**src/rtl/bet_ledger_if.sv**
```systemverilog
// Bet ledger bus: bet offers and round control in, slot contents and status out.
// The master side drives the strobes, the slave side is the ledger itself.
interface bet_ledger_if #(
    parameter int MAX_BETS = 12,
    parameter int BET_W    = 8
);
    localparam int CNT_W = $clog2(MAX_BETS + 1);

    logic                      bet_valid;
    logic [BET_W-1:0]          bet_data;
    logic                      spin_req;
    logic                      round_done;
    logic                      bet_undo;
    logic                      bet_accept;
    logic                      bet_reject;
    logic                      bet_ack_led;
    logic                      locked;
    logic                      full;
    logic [CNT_W-1:0]          bet_count;
    logic [MAX_BETS*BET_W-1:0] bets_flat;

    modport master (
        output bet_valid, bet_data, spin_req, round_done, bet_undo,
        input  bet_accept, bet_reject, bet_ack_led, locked, full, bet_count, bets_flat
    );

    modport slave (
        input  bet_valid, bet_data, spin_req, round_done, bet_undo,
        output bet_accept, bet_reject, bet_ack_led, locked, full, bet_count, bets_flat
    );
endinterface

```
**src/rtl/bet_ledger.sv**
```systemverilog
// Roulette bet ledger: ordered bet slots, spin lock, post-payout wipe, stretched ack LED.
// Optional macro BET_UNDO_EN enables removal of the newest bet via bet_undo.
module bet_ledger #(
    parameter int MAX_BETS    = 12,
    parameter int BET_W       = 8,
    parameter int HOLD_CYCLES = 100_000_000
) (
    input logic         clock,
    input logic         reset_n,
    bet_ledger_if.slave bus
);
    localparam int CNT_W   = $clog2(MAX_BETS + 1);
    localparam int TIMER_W = $clog2(HOLD_CYCLES + 1);

    typedef enum logic [1:0] {
        OPEN,
        LOCKED,
        CLEAR
    } state_t;

    state_t               state_q, state_d;
    logic [BET_W-1:0]     slots_q [MAX_BETS];
    logic [BET_W-1:0]     slots_d [MAX_BETS];
    logic [CNT_W-1:0]     count_q, count_d;
    logic [TIMER_W-1:0]   ackTimer_q, ackTimer_d;
    logic                 accept_q, accept_d;
    logic                 reject_q, reject_d;
    logic                 led_q;
    logic                 isFull;
    logic [MAX_BETS*BET_W-1:0] flat;

`ifndef BET_UNDO_EN
    logic unusedUndo;
    assign unusedUndo = bus.bet_undo;
`endif

    assign isFull = (count_q == CNT_W'(MAX_BETS));

    // Next-state logic: a bet in the same cycle as a spin is stored before the lock decision.
    always_comb begin
        state_d  = state_q;
        slots_d  = slots_q;
        count_d  = count_q;
        accept_d = 1'b0;
        reject_d = 1'b0;

        case (state_q)
            OPEN: begin
`ifdef BET_UNDO_EN
                if (bus.bet_undo && (count_q != '0)) begin
                    for (int k = 0; k < MAX_BETS; k++) begin
                        if (CNT_W'(k) == count_q - 1'b1) begin
                            slots_d[k] = '0;
                        end
                    end
                    count_d  = count_q - 1'b1;
                    reject_d = bus.bet_valid;
                end else
`endif
                if (bus.bet_valid) begin
                    if (isFull) begin
                        reject_d = 1'b1;
                    end else begin
                        for (int k = 0; k < MAX_BETS; k++) begin
                            if (CNT_W'(k) == count_q) begin
                                slots_d[k] = bus.bet_data;
                            end
                        end
                        count_d  = count_q + 1'b1;
                        accept_d = 1'b1;
                    end
                end
                if (bus.spin_req && (count_d != '0)) begin
                    state_d = LOCKED;
                end
            end
            LOCKED: begin
                reject_d = bus.bet_valid;
                if (bus.round_done) begin
                    state_d = CLEAR;
                end
            end
            CLEAR: begin
                reject_d = bus.bet_valid;
                for (int k = 0; k < MAX_BETS; k++) begin
                    slots_d[k] = '0;
                end
                count_d = '0;
                state_d = OPEN;
            end
            default: begin
                state_d = OPEN;
            end
        endcase
    end

    // Each accept reloads the stretch timer, so the LED measures from the newest bet.
    always_comb begin
        ackTimer_d = ackTimer_q;
        if (accept_d) begin
            ackTimer_d = TIMER_W'(HOLD_CYCLES);
        end else if (ackTimer_q != '0) begin
            ackTimer_d = ackTimer_q - 1'b1;
        end
    end

    always_ff @(posedge clock or negedge reset_n) begin
        if (!reset_n) begin
            state_q    <= OPEN;
            count_q    <= '0;
            ackTimer_q <= '0;
            accept_q   <= 1'b0;
            reject_q   <= 1'b0;
            led_q      <= 1'b0;
            for (int k = 0; k < MAX_BETS; k++) begin
                slots_q[k] <= '0;
            end
        end else begin
            state_q    <= state_d;
            count_q    <= count_d;
            ackTimer_q <= ackTimer_d;
            accept_q   <= accept_d;
            reject_q   <= reject_d;
            led_q      <= (ackTimer_d != '0);
            for (int k = 0; k < MAX_BETS; k++) begin
                slots_q[k] <= slots_d[k];
            end
        end
    end

    always_comb begin
        flat = '0;
        for (int k = 0; k < MAX_BETS; k++) begin
            flat[k*BET_W +: BET_W] = slots_q[k];
        end
    end

    assign bus.bet_accept  = accept_q;
    assign bus.bet_reject  = reject_q;
    assign bus.bet_ack_led = led_q;
    assign bus.locked      = (state_q == LOCKED);
    assign bus.full        = isFull;
    assign bus.bet_count   = count_q;
    assign bus.bets_flat   = flat;
endmodule
```
**src/flat_wrapper.sv**
```systemverilog
// flat-port wrapper written by rule: the top's interface ports become plain ports
module bet_ledger_flat 
#(
    parameter int MAX_BETS    = 12,
    parameter int BET_W       = 8,
    parameter int HOLD_CYCLES = 100_000_000
)
  (clock, reset_n, bus_bet_valid, bus_bet_data, bus_spin_req, bus_round_done, bus_bet_undo, bus_bet_accept, bus_bet_reject, bus_bet_ack_led, bus_locked, bus_full, bus_bet_count, bus_bets_flat);
  bet_ledger_if #(.MAX_BETS(MAX_BETS), .BET_W(BET_W)) bus_i ();
  input logic clock;
  input logic reset_n;
  input wire logic [$bits(bus_i.bet_valid)-1:0] bus_bet_valid;
  input wire logic [$bits(bus_i.bet_data)-1:0] bus_bet_data;
  input wire logic [$bits(bus_i.spin_req)-1:0] bus_spin_req;
  input wire logic [$bits(bus_i.round_done)-1:0] bus_round_done;
  input wire logic [$bits(bus_i.bet_undo)-1:0] bus_bet_undo;
  output wire logic [$bits(bus_i.bet_accept)-1:0] bus_bet_accept;
  output wire logic [$bits(bus_i.bet_reject)-1:0] bus_bet_reject;
  output wire logic [$bits(bus_i.bet_ack_led)-1:0] bus_bet_ack_led;
  output wire logic [$bits(bus_i.locked)-1:0] bus_locked;
  output wire logic [$bits(bus_i.full)-1:0] bus_full;
  output wire logic [$bits(bus_i.bet_count)-1:0] bus_bet_count;
  output wire logic [$bits(bus_i.bets_flat)-1:0] bus_bets_flat;
  assign bus_i.bet_valid = bus_bet_valid;
  assign bus_i.bet_data = bus_bet_data;
  assign bus_i.spin_req = bus_spin_req;
  assign bus_i.round_done = bus_round_done;
  assign bus_i.bet_undo = bus_bet_undo;
  assign bus_bet_accept = bus_i.bet_accept;
  assign bus_bet_reject = bus_i.bet_reject;
  assign bus_bet_ack_led = bus_i.bet_ack_led;
  assign bus_locked = bus_i.locked;
  assign bus_full = bus_i.full;
  assign bus_bet_count = bus_i.bet_count;
  assign bus_bets_flat = bus_i.bets_flat;
  bet_ledger #(.MAX_BETS(MAX_BETS), .BET_W(BET_W), .HOLD_CYCLES(HOLD_CYCLES)) u_core (.clock(clock), .reset_n(reset_n), .bus(bus_i));
endmodule
```
**config.mk**
```make
export PLATFORM = sky130hd
export DESIGN_NAME = bet_ledger_flat
export DESIGN_NICKNAME = d
export VERILOG_FILES = /design/src/rtl/bet_ledger_if.sv /design/src/rtl/bet_ledger.sv /design/src/flat_wrapper.sv
export SDC_FILE = /design/constraint.sdc
export NUM_CORES = 1
export LEC_CHECK = 0
export ABC_CLOCK_PERIOD_IN_PS = 2200
export BUFFER_PORTS_ARGS = -buffer_cell sky130_fd_sc_hd__buf_2
export CORE_AREA = 2 2 138 107
export DETAILED_ROUTE_END_ITERATION = 10
export DIE_AREA = 0 0 140 109
export GPL_TIMING_DRIVEN = 0
export PLACE_DENSITY = 0.72
export SLEW_MARGIN = 20
export SYNTH_ARGS = -nofsm -noshare
export SYNTH_HDL_FRONTEND = slang
export SYNTH_SLANG_ARGS = --single-unit
```
**constraint.sdc**
```tcl
create_clock -name clock -period 2.2 [get_ports clock]
set_input_delay 0 -clock clock [delete_from_list [all_inputs] [get_ports clock]]
set_output_delay 0 -clock clock [all_outputs]
set_load 0.02 [all_outputs]
```
## After elaboration in Yosys (flattened, before gate mapping)

Cells that the tools add are included.

- Register bits after elaboration: 132
- Input bits: 14
- Logic and storage cells: 101

- $add $sub $neg: 2
- Equal/unequal tests: 30
- Muxes and demuxes: 30
- Reduce and logical (&&, ||, !) cells: 21

Operators by type and width:

| cell | count |
|---|---|
| 96-bit 2-to-1 mux | 2 |
| 96-bit one-hot mux with 2 select lines | 1 |
| 8-bit 2-to-1 mux | 12 |
| 27-bit 2-to-1 mux | 2 |
| 27-bit nonzero test | 2 |
| 4-bit AND reduction | 12 |
| 27-bit by 1-bit subtractor with 27-bit output (second input constant) | 1 |
| 2-bit by 1-bit inequality test with 1-bit output (second input constant) | 13 |
| 3-bit by 4-bit == test with 1-bit output (first input constant) | 4 |
| 4-bit == test (first input constant) | 4 |
| 4-bit 2-to-1 mux | 3 |
| 2-bit by 4-bit == test with 1-bit output (first input constant) | 2 |
| 4-bit one-hot mux with 2 select lines | 1 |
| 2-bit inequality test (second input constant) | 3 |
| 1-bit 2-to-1 mux | 5 |
| 4-bit by 1-bit adder with 4-bit output (second input constant) | 1 |
| 1-bit by 4-bit == test with 1-bit output (first input constant) | 1 |
| 4-bit == test (second input constant) | 1 |
| 4-bit zero test | 1 |
| 2-bit 2-to-1 mux | 2 |
| 2-bit one-hot mux with 2 select lines | 1 |
| 4-bit nonzero test | 1 |
| 2-bit by 1-bit == test with 1-bit output (second input constant) | 1 |
| 2-bit == test (second input constant) | 1 |
| 6 further kinds | 6 |

## Logic depth before layout (Yosys ltp)

- Depth after elaboration: 8
- Gate-level depth with buffers: 10

## Least setup slack after synthesis

No wires, ideal clock.

- Path type: register to register
- Start: register u_core.ackTimer_q[5]
- End: register u_core.led_q (netlist: u_core.bus.bet_ack_led)
- Setup time: 0.141 ns
- Arrival: 2.303 ns
- Data required time: 2.059 ns
- Path slack: -0.244 ns
- Stages on the path, launching flop included: 8
- Buffers on the path: 0
- Clock period less this slack: 2.444 ns
- Path through: dfrtp_1 > nor4_4 > nand2_2 > or4_4 > or4_4 > xnor2_2 > nor4_1 > nand4_1

- Cells in the longest elaborated chain, start to end: 4
- Elaborated cells on any way between the ends: 5
- Classes of those cells: 1 x add/sub; 2 x mux; 2 x reduce/logical

Ends and longest elaborated chain:

| item | RTL line | RTL |
|---|---|---|
| from (decl) | bet_ledger.sv:25 | `logic [TIMER_W-1:0] ackTimer_q, ackTimer_d;` |
| from (signal assigned) | bet_ledger.sv:121 | `ackTimer_q <= ackTimer_d;` |
| 27-bit by 1-bit subtractor with 27-bit output / 27-bit nonzero test (equally long branches) | bet_ledger.sv:103, bet_ledger.sv:102 |  |
| 27-bit 2-to-1 mux (*) | bet_ledger.sv:102 | `end else if (ackTimer_q != '0) begin` |
| 27-bit 2-to-1 mux (*) | bet_ledger.sv:100 | `if (accept_d) begin` |
| 27-bit nonzero test (*) | bet_ledger.sv:124 | `led_q <= (ackTimer_d != '0);` |
| to (signal assigned) | bet_ledger.sv:124 |  |
| to (decl) | bet_ledger.sv:28 | `logic led_q;` |

Every way passes the cells marked *; elsewhere a longest branch is shown, timed or not.
A chain may end at the register's enable or synchronous reset.

## Worst setup path after layout

- Start: register u_core.ackTimer_q[0]
- End: register u_core.led_q (netlist: u_core.bus.bet_ack_led)

The elaborated chain is that of the path after synthesis.

==> impl_metrics.env <==
export IMPL_crit_chain="buf_6 > nor4_4 > nand2_2 > or4_4 > or4_4 > xnor2_4 > nor4_2 > nand4_1"
export IMPL_path_max_fanout=3
export IMPL_ant_nets=0
export IMPL_slew_headroom_pct=56.9
export IMPL_drive_gt1_share_pct=33.9
export IMPL_slew_violations=0
export IMPL_synth_area_sq_um=5850
export IMPL_failed_checks="DRC, setup timing"
export IMPL_powerDensity_nw_per_um2=1570
export IMPL_avgSynthCellArea_sq_um=10.1
export IMPL_p_leak_nw=3.67
export IMPL_fin_skew_ns=0.0101
export IMPL_syn_nets=604
export IMPL_cts_tree="built"
export IMPL_ys_seq_elements=132
export IMPL_vias_per_cell=5.14
export IMPL_synth_warnings=0
export IMPL_num_antenna_cells=0
export IMPL_hold_start="bus_bet_data[0]"
export IMPL_postLayoutSetupSlackWorst_ns=-0.378
export IMPL_fmax_mhz=388
export IMPL_grt_pass1_vias=4417
export IMPL_fin_crit_sh_pct=117
export IMPL_finalPower_mw=12.3
export IMPL_hold_class="in2reg"
export IMPL_syn2layout_area_growth_pct=34.4
export IMPL_wirelength_um=15300
export IMPL_drc_errors=11
export IMPL_tritoncts_num_buffers=17
export IMPL_finalHoldViolCount=0
export IMPL_seq_area_frac_synth_pct=56.5
export IMPL_drtIter0Drc=471
export IMPL_vias=4849
export IMPL_rsz0062_at_grt="true"
export IMPL_crit_path_end_kind="flip-flop"
export IMPL_top_layer="met4"
export IMPL_place_congestion=0.881
export IMPL_rows=38
export IMPL_place_worst_setup_slack_ns=-0.588
export IMPL_wl_met2_um=6820
export IMPL_grt_pass1_wl_um=23800
export IMPL_fin_setup_tns_ns=-1.48
export IMPL_core_area_sq_um=14000
export IMPL_r2r_start="u_core.ackTimer_q[0]$_DFF_PN0_"
export IMPL_port_buffers=116
export IMPL_cts_sink_count=132
export IMPL_grt_use_total_pct=20.4
export IMPL_fin_nets=775
export IMPL_crit_type="reg2reg"
export IMPL_dpl_cell_count=877
export IMPL_die_h_um=109
export IMPL_ioPinCount=119
export IMPL_fp_dieW_um=140
export IMPL_startpoint="u_core.ackTimer_q[0]$_DFF_PN0_"
export IMPL_cts_root_buf="clkbuf_16"
export IMPL_max_stage_delay_ns=0.53
export IMPL_arrival_ns=2.86
export IMPL_insertion_delay_ns=0.43
export IMPL_met1Wirelength_um=7220
export IMPL_ir_drop_uv=700
export IMPL_crit_top_cell="or4_4"
export IMPL_dieArea_sq_um=15300
export IMPL_setup_viol=8
export IMPL_status="complete, but fails checks"
export IMPL_met3_length_um=927
export IMPL_antenna_found_initial=0
export IMPL_cp_required_ns=2.48
export IMPL_dp_hpwl_um=10100
export IMPL_overflow=0
export IMPL_wl_per_cell_um=16.2
export IMPL_start_util_pct=41.7
export IMPL_start_kind="flip-flop"
export IMPL_cts_clk_slew_worst_paths_ns=0.06
export IMPL_final_util_pct=56.1
export IMPL_clock_path_buffers=2
export IMPL_critPathSlowestCell="or4_4"
export IMPL_fin_cells=944
export IMPL_grt_max_degree=73
export IMPL_drtPass1Iterations=8
export IMPL_htree_levels=4
export IMPL_drv_cap=0
export IMPL_netlist_instances=580
export IMPL_yosys_cell_types_count=53
export IMPL_fin_crit_ns=2.58
export IMPL_tightestPinTransition_ns=0.647
==> cell families (layout without fill, tap and decap cells) <==
logic type | after synthesis | in the layout | synth area share [%]
adders and majority gates | 10 | 10 | 2.14
AOI/OAI and AO/OA | 110 | 110 | 11.0
and+or+nand+nor | 240 | 240 | 19.7
muxes | 18 | 18 | 3.44
xor gates and xnor gates | 28 | 28 | 4.32
DFF | 132 | 132 | 56.5
buffers and inverters | 42 | 226 | 2.97
==> flip-flops by register name, summed over array words and instances, names as in the netlist <==
register                count
u_core.bus.bet_accept       1
u_core.bus.bet_ack_led      1
u_core.bus.bet_reject       1
u_core.state_q              2
u_core.ackTimer_q          27
u_core.bus.bet_count        4
u_core.bus.bets_flat       96
==> through the flow <==
stage               hold slack, ns  instance area, sq um
floorplan                   -0.296                  5850
global placement             0.270                  6660
detailed placement        -0.00698                  6700
CTS                        0.00646                  7640
global route                0.0453                  7860
finish                      0.0126                  7860
==> metal layers <==
layer,vias to the layer above,GRT usage (%)
li1,2306,-
met1,2341,29.5
met2,172,30.0
met3,30,4.87
met4,0,7.22
met5,-,0
==> cell usage after synthesis (all sizes together) <==
cell	count	area [sq um]
a21bo	1	10.0
mux2i	1	10.0
nand4	5	31.3
o41a	1	11.3
nor4	10	90.1
o21a	1	7.51
o21ai	86	434
nor3	6	30.0
o31ai	3	36.3
inv	10	37.5
nor3b	4	35.0
o2111ai	1	8.76
a21o	1	7.51
nor4b	2	17.5
nand4b	1	8.76
xor2	9	78.8
a211oi	2	15.0
and4	2	17.5
or2	1	6.26
a2111oi	1	27.5
nor2	33	124
nand2	133	502
nand3	7	35.0
or4	4	38.8
xnor2	19	174
and3	2	12.5
buf	13	65.1
o41ai	3	33.8
nor2b	10	62.6
or3	1	11.3
mux2	17	191
dfrtp	132	3300
a21oi	9	45.0
a31oi	1	6.26
clkbuf	19	71.3
and2	5	32.5
ha	10	125
nand2b	14	95.1
==> cell usage in the layout, fill, tap and decap left out, drive strengths merged, types with 12 or more instances in the layout <==
cell | Yosys | layout
buf | 13 | 164
nand2 | 133 | 133
dfrtp | 132 | 132
o21ai | 86 | 86
nor2 | 33 | 33
clkbuf | 19 | 31
xnor2 | 19 | 19
mux2 | 17 | 17
nand2b | 14 | 14
inv | 10 | 12
==> cell type report <==
cell class,instances,area [sq um]
repair buffers,158,982
plain buffers,26,136
well taps,180,225
fillers,1172,6160
flip-flops and latches,132,3310
multi-input cells,406,2580
clock inverters,13,151
inverters,10,37.5
clock buffers,19,443
==> critical path, delay by kind of cell (launching register included) <==
family                    cells  cell delay [ns]
DFF                           1             0.42
and+or+nand+nor               6             1.72
buffers and inverters         1             0.13
xor gates and xnor gates      1             0.16
==> path summary, 6_finish.rpt <==
| path | end | slack [ns] | depth (start not counted) |
|---|---|---|---|
| max | u_core.bus.bet_ack_led$_DFF_PN0_ | -0.38 | 8 |
| min | u_core.bus.bets_flat[64]$_DFFE_PN0P_ | 0.01 | 3 |
| max reg2reg | u_core.bus.bet_ack_led$_DFF_PN0_ | -0.38 | 8 |
| min reg2reg | u_core.bus.bets_flat[77]$_DFFE_PN0P_ | 0.47 | 2 |
| max in group asynchronous | u_core.ackTimer_q[6]$_DFF_PN0_ | 1.37 | 3 |
| min in group asynchronous | u_core.bus.bets_flat[85]$_DFFE_PN0P_ | 0.12 | 2 |
==> power breakdown <==
group	switching [mW]	internal [mW]	total [mW]
Clock	1.11	1.71	2.81
Sequential	0.604	3.43	4.03
Combinational	3.47	2.01	5.48
Total	5.18	7.14	12.3
==> what timing repair did <==
item	CTS	global route
setup endpoints to repair	106	91
hold buffers	8	0
buffers inserted	21	11
endpoints found under the hold margin	115	0
pin swaps	15	8
resized for setup	32	32
cloned	0	1
No activity file was read; power rests on OpenSTA's default activity.
